===== config.mk =====
export PLATFORM = sky130hd
export DESIGN_NAME = tmds_decoder
export DESIGN_NICKNAME = d
export VERILOG_FILES = /design/src/rtl/tmds_decoder_pkg.sv /design/src/rtl/tmds_channel_align.sv /design/src/rtl/tmds_decoder.sv
export SDC_FILE = /design/constraint.sdc
export NUM_CORES = 1
export LEC_CHECK = 0
export ABC_AREA = 1
export BUFFER_PORTS_ARGS = -buffer_cell sky130_fd_sc_hd__clkbuf_2
export CORE_MARGIN = 2
export CORE_UTILIZATION = 42
export DETAILED_ROUTE_END_ITERATION = 7
export GPL_ROUTABILITY_DRIVEN = 0
export RECOVER_POWER = 25
export SYNTH_ARGS = -nofsm -noshare
export SYNTH_HDL_FRONTEND = slang
export SYNTH_SLANG_ARGS = --single-unit

===== constraint.sdc =====
create_clock -name clk_vga -period 2.9 [get_ports clk_vga]
set_clock_uncertainty 0.15 [all_clocks]
set_input_delay 0.145 -clock clk_vga [delete_from_list [all_inputs] [get_ports clk_vga]]
set_output_delay 0.145 -clock clk_vga [all_outputs]
set_load 0.05 [all_outputs]

===== src/rtl/tmds_decoder_pkg.sv =====
// Shared constants for the TMDS receive path: symbol width, the four control
// tokens (bit 0 is the earliest serial bit) and the per-channel lock states.
package tmds_decoder_pkg;

  localparam int unsigned SymW = 10;

  localparam logic [SymW-1:0] TokC00 = 10'b1101010100;
  localparam logic [SymW-1:0] TokC01 = 10'b0010101011;
  localparam logic [SymW-1:0] TokC10 = 10'b0101010100;
  localparam logic [SymW-1:0] TokC11 = 10'b1010101011;

  typedef enum logic {
    StSearch,
    StLocked
  } chan_state_e;

endpackage


===== src/rtl/tmds_channel_align.sv =====
// One TMDS lane: word-boundary search, control-token detection and the
// SEARCH/LOCKED state machine. Emits the registered aligned symbol.
module tmds_channel_align
  import tmds_decoder_pkg::*;
#(
  parameter int unsigned CTRL_RUN     = 8,
  parameter int unsigned SLIP_TIMEOUT = 64,
  parameter int unsigned LOSS_TIMEOUT = 2048
) (
  input  logic            clk_vga,
  input  logic            rst_n,
  input  logic [SymW-1:0] word,
  output logic [SymW-1:0] sym,
  output logic            sym_ctrl,
  output logic [1:0]      sym_c,
  output logic            chan_locked
);

  localparam int unsigned RunW  = $clog2(CTRL_RUN + 1);
  localparam int unsigned SlipW = $clog2(SLIP_TIMEOUT + 1);
  localparam int unsigned LossW = $clog2(LOSS_TIMEOUT + 1);

  chan_state_e       state_q;
  logic [SymW-1:0]   prev_q;
  logic [3:0]        offset_q;
  logic [RunW-1:0]   run_q;
  logic [SlipW-1:0]  slip_q;
  logic [LossW-1:0]  loss_q;

  logic [2*SymW-1:0] shifted;
  logic [SymW-1:0]   aligned;
  logic              is_ctrl;
  logic [1:0]        ctrl_c;

  // Previous word occupies the low half, so offset 0 selects it whole.
  assign shifted = {word, prev_q} >> offset_q;
  assign aligned = shifted[SymW-1:0];

  always_comb begin
    is_ctrl = 1'b1;
    ctrl_c  = 2'b00;
    case (aligned)
      TokC00:  ctrl_c = 2'b00;
      TokC01:  ctrl_c = 2'b01;
      TokC10:  ctrl_c = 2'b10;
      TokC11:  ctrl_c = 2'b11;
      default: is_ctrl = 1'b0;
    endcase
  end

  always_ff @(posedge clk_vga or negedge rst_n) begin
    if (!rst_n) begin
      state_q  <= StSearch;
      prev_q   <= '0;
      offset_q <= '0;
      run_q    <= '0;
      slip_q   <= '0;
      loss_q   <= '0;
      sym      <= '0;
      sym_ctrl <= 1'b0;
      sym_c    <= 2'b00;
    end else begin
      prev_q   <= word;
      sym      <= aligned;
      sym_ctrl <= is_ctrl;
      sym_c    <= ctrl_c;
      case (state_q)
        StSearch: begin
          if (is_ctrl && run_q == RunW'(CTRL_RUN - 1)) begin
            state_q <= StLocked;
            run_q   <= '0;
            slip_q  <= '0;
            loss_q  <= '0;
          end else if (slip_q == SlipW'(SLIP_TIMEOUT - 1)) begin
            offset_q <= (offset_q == 4'd9) ? 4'd0 : offset_q + 4'd1;
            run_q    <= '0;
            slip_q   <= '0;
          end else begin
            slip_q <= slip_q + 1'b1;
            run_q  <= is_ctrl ? run_q + 1'b1 : '0;
          end
        end
        StLocked: begin
          if (is_ctrl) begin
            loss_q <= '0;
          end else if (loss_q == LossW'(LOSS_TIMEOUT - 1)) begin
            state_q <= StSearch;
            loss_q  <= '0;
            run_q   <= '0;
            slip_q  <= '0;
          end else begin
            loss_q <= loss_q + 1'b1;
          end
        end
        default: state_q <= StSearch;
      endcase
    end
  end

  assign chan_locked = (state_q == StLocked);

endmodule


===== src/rtl/tmds_decoder.sv =====
// Three-lane TMDS receiver: per-lane alignment, TMDS data decode and the
// registered pixel/sync/blank/frame_start outputs.
module tmds_decoder
  import tmds_decoder_pkg::*;
#(
  parameter int unsigned CTRL_RUN     = 8,
  parameter int unsigned SLIP_TIMEOUT = 64,
  parameter int unsigned LOSS_TIMEOUT = 2048
) (
  input  logic            clk_vga,
  input  logic            rst_n,
  input  logic [SymW-1:0] tmds_word_r,
  input  logic [SymW-1:0] tmds_word_g,
  input  logic [SymW-1:0] tmds_word_b,
  output logic [7:0]      red,
  output logic [7:0]      green,
  output logic [7:0]      blue,
  output logic            hsync,
  output logic            vsync,
  output logic            blank,
  output logic            locked,
  output logic            frame_start
);

  logic [SymW-1:0] words [3];
  logic [SymW-1:0] syms  [3];
  logic [1:0]      cs    [3];
  logic [2:0]      ctrls;
  logic [2:0]      chan_locked;
  logic            all_locked;
  logic            armed_q;
  logic            unused_rg_ctrl;

  assign words[0] = tmds_word_r;
  assign words[1] = tmds_word_g;
  assign words[2] = tmds_word_b;

  for (genvar i = 0; i < 3; i++) begin : g_chan
    tmds_channel_align #(
      .CTRL_RUN    (CTRL_RUN),
      .SLIP_TIMEOUT(SLIP_TIMEOUT),
      .LOSS_TIMEOUT(LOSS_TIMEOUT)
    ) u_align (
      .clk_vga    (clk_vga),
      .rst_n      (rst_n),
      .word       (words[i]),
      .sym        (syms[i]),
      .sym_ctrl   (ctrls[i]),
      .sym_c      (cs[i]),
      .chan_locked(chan_locked[i])
    );
  end

  // Red/green tokens only matter for their own lock state.
  assign unused_rg_ctrl = ^{ctrls[1:0], cs[0], cs[1]};
  assign all_locked     = &chan_locked;

  function automatic logic [7:0] decode(input logic [SymW-1:0] q);
    logic [7:0] v;
    v = q[9] ? ~q[7:0] : q[7:0];
    return v ^ {v[6:0], 1'b0} ^ {{7{~q[8]}}, 1'b0};
  endfunction

  always_ff @(posedge clk_vga or negedge rst_n) begin
    if (!rst_n) begin
      red         <= '0;
      green       <= '0;
      blue        <= '0;
      hsync       <= 1'b0;
      vsync       <= 1'b0;
      blank       <= 1'b1;
      locked      <= 1'b0;
      frame_start <= 1'b0;
      armed_q     <= 1'b0;
    end else begin
      locked <= all_locked;
      if (!all_locked) begin
        red         <= '0;
        green       <= '0;
        blue        <= '0;
        hsync       <= 1'b0;
        vsync       <= 1'b0;
        blank       <= 1'b1;
        frame_start <= 1'b0;
        armed_q     <= 1'b0;
      end else if (ctrls[2]) begin
        red         <= '0;
        green       <= '0;
        blue        <= '0;
        hsync       <= cs[2][0];
        vsync       <= cs[2][1];
        blank       <= 1'b1;
        frame_start <= 1'b0;
        if (vsync && !cs[2][1]) armed_q <= 1'b1;
      end else begin
        red         <= decode(syms[0]);
        green       <= decode(syms[1]);
        blue        <= decode(syms[2]);
        blank       <= 1'b0;
        // Fire once on the first active pixel after the vsync falling edge.
        frame_start <= armed_q && blank;
        if (blank) armed_q <= 1'b0;
      end
    end
  end

endmodule

==> summary.md, run 1 <==
| Metric | Value |
|---|---|
| Status | complete, but fails checks |
| Failing checks | max-capacitance violations, max-slew violations |
| Unrepaired setup endpoints after global routing | no |
| Peak Freq | just under 400 MHz |
| Worst setup SP type | flop |
| H-tree depth | 4 |
| Critical Path Sink Type | flop |
| Initial antenna violation count | 0 |
| Synth Area in Compound Gates | between 6 and 7% |
| CTS Sinks | approximately 180 |
| Die Wd | 159 um |
| Global-route met2 utilization | a little under a third |
| Maxcap violations | 1 |
| Mapped Area | around 10000 um2 |
| Most crowded layer after global routing | met2 |
| Max_slew headroom | -33.4% |
| Critical Path Fanout Max | 23 |
| CTS tree | built |
| CP bufs+invs | 1 |
| Area grow syn2layout | 14.5% |
| Worst Setup SP | g_chan[2].u_align.offset_q[0] |
| Most common cell after layout, fill and taps aside | nand2_1 |
| Die area | 25100 um2 |
| Synthesized instance count | ~1300 |
| Num CTS Buffers | 17 |
| Mux contribution to synthesized area | 0% |
| Root buf cell | clkbuf_16 |
| CP max-delay cell | dfrtp_1 |
| Worst r2r path cells | 14 |
| Power Density | 497 nW/um2 |
| First-pass GRT wire length | 40.7 mm |
| Routed via count | 8927 |
| Synth warnings | 0 |
| Num rows | between 50 and 60 |
| Final global-route overflow total | 0 |
| Setup Buffers After CTS | 0 |
| R2R setup slack | roughly 0.33 ns |
| Leak | between 5 and 6 nW |
| Met1 global-route usage | between 20% and 30% |
| Nets | approximately 1500 |
| Slowest stage delay, CP | 0.42 ns |
| Number of global-route vias before repair | around 8200 |
| Number of synthesized flops with an enable pin | 0 |
| FF+latch count, synth | ~180 |
| Slew Limit Fails | between 80 and 90 |
| Util after Layout | between 40% and 50% |
| Hold Path Class | in -> reg |
| Distinct cells, synth | 45 |
| Hold Vio Cnt, Final | 0 |
| Worst Setup Path Type | reg -> reg |
| Core area | approximately 23000 um2 |
| Port bufs | 60 |
| Register Area | about 4400 um2 |
| Largest family of logic cells by synthesized area | simple AND/OR/NAND/NOR gates |
| Post-Synth Simple-Gate Area | between 30% and 40% |
| Largest net degree at the start of global routing | between 80 and 90 |
| XOR/XNOR share of the synthesized area | under 10% |
| Post-synthesis sequential area ratio | between 40 and 50% |
| Commonest cells after routing, fill and taps aside | nand2_1, nand3_1, dfrtp_1 |
| Multi-input logic area | between 4000 and 5000 um2 |
| R2R Path Start | g_chan[2].u_align.offset_q[0] |
| Final Cycle Share | roughly nine tenths |
| Drt pass-1 iters | 6 |
| Setup-failing EPs final | 0 |
| Worst-Skew Late Latency | 0.44 ns |
| Min setup slack post-route | 0.325 ns |
| Die Y | approximately 160 um |
| Worst-Margin Slew | about 2 ns |
| Crit path cell chain | inv_2 > nand2_1 > nand3_1 > nand3_1 > nand2_1 > nand2_1 > o21ai_1 > nand2_1 > nor2_1 > nand3_2 > nand2_4 > nand2_4 > nand2_4 > o21ai_0 |
| Detail Route Antenna Nets | 0 |
| Top delay family on crit path | simple AND/OR/NAND/NOR gates |
| Req. time, crit path | 3.06 ns |
| Crit path DAT | 2.74 ns |
| Hold Path Stages | 2 |
| Clock Pin Slew Worst Setup and Hold Paths | 0.08 ns |
| RR Endpoint | g_chan[2].u_align.run_q[1] |
| DR WL/cell | 13.4 um |
| Initial DRC Count | a little over 700 |
| Synth Flop Type | dfrtp_1 |
| Stages on the worst setup path | 14 |
| Total Neg Setup Slack | 0 ns |
| DP HPWL | 16.7 mm |
| Antenna Cells | 0 |
| CP most frequent cell | nand2_1 |
| VDD IR max | ~0.00028 V |
| Via density | between 5 and 6 |
| Total GRT Usage | between 20% and 30% |
| Detailed Route WL | ~24 mm |
| Met3 usage | around 3.4% |
| Clock tree buffer depth | 2 |
| DR DRC count | 0 |
| Share of cells above drive strength 1 | under 10% |
| Initial Utilization | between 40% and 50% |
| # IOs | slightly above 60 |
| Mapped Avg Cell Area | around 7.5 um2 |
| Syn nets | 1383 |
| Synth async-reset ratio | 100% |
| Post-synthesis adder-cell area fraction | about 1.1% |
| Fill count | roughly 2300 |
| Fin crit period | 2.57 ns |
| Setup crit end | g_chan[2].u_align.run_q[1] |
| Pre-CTS setup slack | 0.180 ns |
-- worst register-to-register path, stage by stage (launching register included) --
cell     delay (ns)
dfrtp_1        0.42
inv_2          0.31
nand2_1        0.13
nand3_1        0.12
nand3_1        0.09
nand2_1        0.12
nand2_1        0.05
o21ai_1        0.12
nand2_1        0.07
nor2_1         0.13
nand3_2        0.12
nand2_4        0.14
nand2_4        0.15
nand2_4        0.23
o21ai_0        0.11
-- worst min path at each step --
stage,endpoint,from,slack [ns]
global route,g_chan[0].u_align.prev_q[6],tmds_word_r[6],0.25
CTS,g_chan[0].u_align.prev_q[0],rst_n,0.17
global placement,g_chan[0].u_align.prev_q[2],rst_n,0.09
detailed placement,g_chan[0].u_align.prev_q[0],rst_n,0.08
finish,g_chan[0].u_align.prev_q[1],tmds_word_r[1],0.25
floorplan,armed_q,rst_n,-0.30
-- report_power, final --
group | switching, mW | leakage, nW | internal [mW] | total [mW]
Combinational | 0.414 | 2.97 | 0.280 | 0.694
Clock | 1.08 | 0.279 | 1.21 | 2.29
Sequential | 0.108 | 2.25 | 2.62 | 2.72
-- layer usage --
layer	vias to the layer above	routed length, um	part of all wire [%]
li1	4614	-	-
met1	4068	11600	49
met2	223	10700	45
met3	22	1030	4.4
met4	0	323	1.4
met5	-	0	0
-- cells in the mapped netlist, types with 2 or more instances --
master    count  area [um2]
nand2_2       5        31.3
or2_2         8        50.1
nor3_1        9        45.0
nand4_1      28         175
a21boi_1      2        15.0
buf_2        19        95.1
ha_1          9         113
nand3_2       2        20.0
inv_1       104         390
buf_6         6        67.6
nand2_4       4        45.0
clkbuf_1     12        45.0
nand2_1     373        1400
o21ai_1      24         120
inv_2         7        26.3
o211ai_1      7        52.6
buf_4         7        52.6
nor2_1       96         360
nor3b_1      15         113
nand3b_1      9        67.6
xnor2_1      15         131
and2_1        2        12.5
nor2_2        2        12.5
a21oi_2       2        17.5
o21ai_0      45         225
a21oi_1      10        50.1
o21ai_2      11        96.3
xor2_1       17         149
nand3_1     294        1470
a21boi_0      4        30.0
buf_1         3        11.3
o21a_1        3        22.5
dfrtp_1     176        4400
-- final cells by class --
cell class	count	area share, %
clock buffers	17	3.70
clock inverters	15	1.28
inverters	111	3.63
repair buffers	116	6.73
multi-input cells	1005	42.6
flip-flops and latches	177	38.6
well taps	319	3.47
-- kinds of logic (layout without fill, tap and decap cells) --
family | count (synthesis) | count (layout)
AND/OR/NAND/NOR | 851 | 851
flip-flops | 177 | 177
buffers and inverters | 160 | 259
AO/OA/AOI/OAI | 113 | 113
XOR/XNOR | 32 | 32
adder cells (fa/ha/maj) | 9 | 9
-- flip-flops by register name, indices dropped and copies added (netlist names) --
register,cells
armed_q,1
g_chan.u_align.offset_q,12
g_chan.u_align.prev_q,30
red,8
g_chan.u_align.sym_ctrl,1
g_chan.u_align.sym_c,2
g_chan.u_align.chan_locked,3
g_chan.u_align.sym,30
frame_start,1
blank,1
vsync,1
g_chan.u_align.run_q,12
hsync,1
blue,8
g_chan.u_align.loss_q,36
locked,1
green,8
g_chan.u_align.slip_q,21
-- timing repair --
action | 4_1_cts | 5_1_grt
hold buffers | 31 | 0
gates resized for setup | 0 | 1
endpoints found under the setup margin | 0 | 8
endpoints found under the hold margin | 108 | 0
-- stage by stage --
| step | instance area (um2) | instances | total power, mW | hold slack [ns] |
|---|---|---|---|---|
| 2_1_floorplan | 10000 | 1342 | 3.23 | -0.301 |
| 3_3_place_gp | 10700 | 1697 | 3.42 | 0.0882 |
| 3_5_place_dp | 10700 | 1697 | 3.44 | 0.0814 |
| 4_1_cts | 11500 | 1760 | 5.79 | 0.166 |
| 5_1_grt | 11500 | 1760 | 6.03 | 0.253 |
| 6_report | 11500 | 1760 | 5.71 | 0.250 |
(Power assumes the default switching activity.)
==> run 2, diff against run 1 <==
ABC_AREA = unset   (was 1)
CORE_UTILIZATION = 40   (was 42)
clock period = 2.75 ns   (was 2.9 ns; I/O delays follow)
==> summary.md, run 2 <==
| Metric | Value |
|---|---|
| Unrepaired setup endpoints after global routing | yes |
| Synthesized instance count | slightly below 900 |
| Inst Count DP | 1396 |
| FF+latch count, synth | approximately 180 |
| Core area | ~24000 um2 |
| RR Endpoint | g_chan[1].u_align.offset_q[3] |
| Synth warnings | 0 |
| Share of cells above drive strength 1 | about 41% |
| Crit path cell chain | mux4_2 > a22o_1 > a211o_1 > or4b_4 > nor4b_4 > buf_4 > nor4_4 > buf_4 > a31oi_1 > o22ai_1 |
| Clock tree buffer depth | 2 |
| R2R setup slack | -0.49 ns |
| Die Y | 161 um |
| Hold Path Class | in -> reg |
| Hold Path Stages | 5 |
| Post-Synth Simple-Gate Area | 16.2% |
| Die Wd | approximately 160 um |
| Port bufs | 60 |
| Synth Flop Type | dfrtp_1 |
| WHS Endpoint | g_chan[1].u_align.sym[7] |
| Top cells by count, synth | dfrtp_1, nor2_1, nand2_1 |
| Power Density | between 400 and 500 nW/um2 |
| Failing checks | max-capacitance violations, max-slew violations, negative setup slack |
| Status | complete, but fails checks |
| Clock Pin Slew Worst Setup and Hold Paths | 0.07 ns |
| Worst setup SP type | flop |
| Top flop regs | g_chan.u_align.loss_q: 36 flops, g_chan.u_align.prev_q: 30 flops, g_chan.u_align.sym: 30 flops |
| Final Cycle Share | 118% |
| Yosys top cell by area | dfrtp_1 |
| Worst Setup SP | g_chan[1].u_align.offset_q[0] |
| Number of global-route vias before repair | 8162 |
| Min setup slack post-route | -0.493 ns |
| Max FFs per register | 36 |
| Critical Path Sink Type | flop |
| Initial Utilization | between 40% and 50% |
| Distinct cells, synth | between 70 and 80 |
| Final global-route overflow total | 0 |
| Synth async-reset ratio | between 90% and 100% |
| Maxcap violations | 1 |
| Worst-Skew Late Latency | 0.43 ns |
| Critical Path Fanout Max | 6 |
| Total Neg Setup Slack | -29.80 ns |
| Top reg by flops | g_chan.u_align.loss_q |
| Commonest cells after routing, fill and taps aside | buf_4, dfrtp_1, nor2_1 |
| Nets | 1218 |
| Detailed Route WL | approximately 24 mm |
| Worst r2r path cells | 10 |
| Final cell count without fillers | ~1500 |
| Routed via count | a little over 8000 |
| Crit path DAT | roughly 3.4 ns |
| Hold Vio Cnt, Final | 0 |
| VDD IR max | between 0.0003 and 0.0004 V |
| Worst Setup Path Type | reg -> reg |
| Slew Limit Fails | 64 |
| Post-synthesis adder-cell area fraction | ~1.1% |
| Worst-Margin Slew | ~1.7 ns |
| CTS Sinks | about 180 |
| XOR/XNOR share of the synthesized area | 4.17% |
| Fin crit period | between 3 and 4 ns |
| Number of synthesized flops with an enable pin | 0 |
| Leak | about 6.1 nW |
| Mapped Area | 9870 um2 |
| Slowest stage delay, CP | 0.56 ns |
| Detail Route Antenna Nets | 0 |
| Most common cell after layout, fill and taps aside | buf_4 |
| Antenna Cells | 0 |
| Count leader, synth | dfrtp_1 |
| R2R Path Start | g_chan[1].u_align.offset_q[0] |
| Mapped Avg Cell Area | approximately 11 um2 |
| Max_slew headroom | -16.0% |
| First-pass GRT wire length | ~40 mm |
| Setup-failing EPs final | between 80 and 90 |
| H-tree depth | 4 |
| Post-synth top area share | between 40% and 50% |
| DR DRC count | 0 |
| Synth Area in Compound Gates | 11.6% |
| PnR Total Power | approximately 5.6 mW |
| Area grow syn2layout | 41.0% |
| Total GRT Usage | 19.0% |
| Largest family of logic cells by synthesized area | multiplexers |
| Fill count | ~2000 |
| DP HPWL | ~16 mm |
| CP max-delay cell | or4b_4 |
| Num rows | 57 |
| Min-delay src | tmds_word_g[2] |
| Num CTS Buffers | 17 |
| Initial DRC Count | around 460 |
| Post-synthesis sequential area ratio | 44.9% |
| Root buf cell | clkbuf_16 |
| Largest cells by area after synthesis | dfrtp_1, mux4_2, xnor2_1, mux2_2, mux4_1 |
| Mux contribution to synthesized area | approximately a fifth |
| CTS tree | built |
| Initial antenna violation count | 0 |
| Req. time, crit path | roughly 2.9 ns |
| Die area | roughly 26000 um2 |
| Peak Freq | about 300 MHz |
| Via density | between 5 and 6 |
| DR WL/cell | roughly 16 um |
| Syn nets | about 910 |
| CP most frequent cell | buf_4 |
| Drt pass-1 iters | 5 |
| # IOs | 61 |
| Largest net degree at the start of global routing | 65 |
-- run 2: what timing repair did --
item | CTS | global route
hold buffers | 31 | 0
gates resized for setup | 81 | 50
hold endpoints to repair | 89 | 0
pin swaps | 43 | 47
gates cloned | 5 | 3
setup endpoints to repair | 85 | 86
buffers inserted | 24 | 30
-- run 2: worst max path at each step --
| stage | end | cells past startpoint |
|---|---|---|
| after CTS | g_chan[0].u_align.offset_q[1] | 11 |
| after floorplan | g_chan[1].u_align.offset_q[1] | 9 |
| final | g_chan[1].u_align.offset_q[3] | 10 |
| after global placement | g_chan[0].u_align.loss_q[2] | 10 |
| after detailed placement | g_chan[0].u_align.loss_q[7] | 9 |
| after global routing | g_chan[1].u_align.offset_q[3] | 10 |
-- run 2: metrics by stage --
step                setup slack (ns)  utilization, %  hold slack (ns)  area, um2
floorplan                     -0.341               -           -0.308      10100
global placement              -0.605            49.8           0.0239      12100
detailed placement            -0.645            49.8           0.0240      12100
CTS                           -0.436            55.9            0.126      13500
global route                  -0.566            57.4            0.243      13900
finish                        -0.493            57.4            0.233      13900
-- run 2: worst max-delay path, delay by kind of cell, from the launching register on --
family | cells | cell delay [ns]
mux | 1 | 0.52
compound gates | 4 | 0.74
flops | 1 | 0.46
buf+inv | 2 | 0.33
simple gates | 3 | 0.91
-- run 2: area by class of cell --
type | count | area, um2 | share of cell area, %
Sequential cell | 177 | 4440 | 31.9
Clock inverter | 14 | 158 | 1.13
Timing Repair Buffer | 334 | 2730 | 19.6
Inverter | 21 | 81.3 | 0.584
Multi-Input combinational cell | 626 | 5680 | 40.8
Clock buffer | 17 | 425 | 3.06
Tap cell | 324 | 405 | 2.91
-- run 2: per-layer routing --
layer	wire, um	share of wire (%)	global-route usage (%)	up-vias
met5	0	0	0	-
met4	357	1.5	5.44	0
met3	775	3.2	3.26	32
met2	12000	50	31.7	148
met1	10700	45	25.5	4056
li1	-	-	-	3873
-- run 2: cells by family after synthesis --
group	Yosys count
mux	108
fa+ha+maj	9
buf+inv	66
xor+xnor	47
flops	177
simple gates	291
compound gates	169
-- run 2: power by group --
group          internal (mW)  leakage [nW]  total (mW)  switching, mW
Clock                   1.35         0.282        2.43           1.08
Sequential              2.65          2.24        2.68         0.0355
Combinational          0.264          3.55       0.491          0.227
Total                   4.26          6.07        5.61           1.34
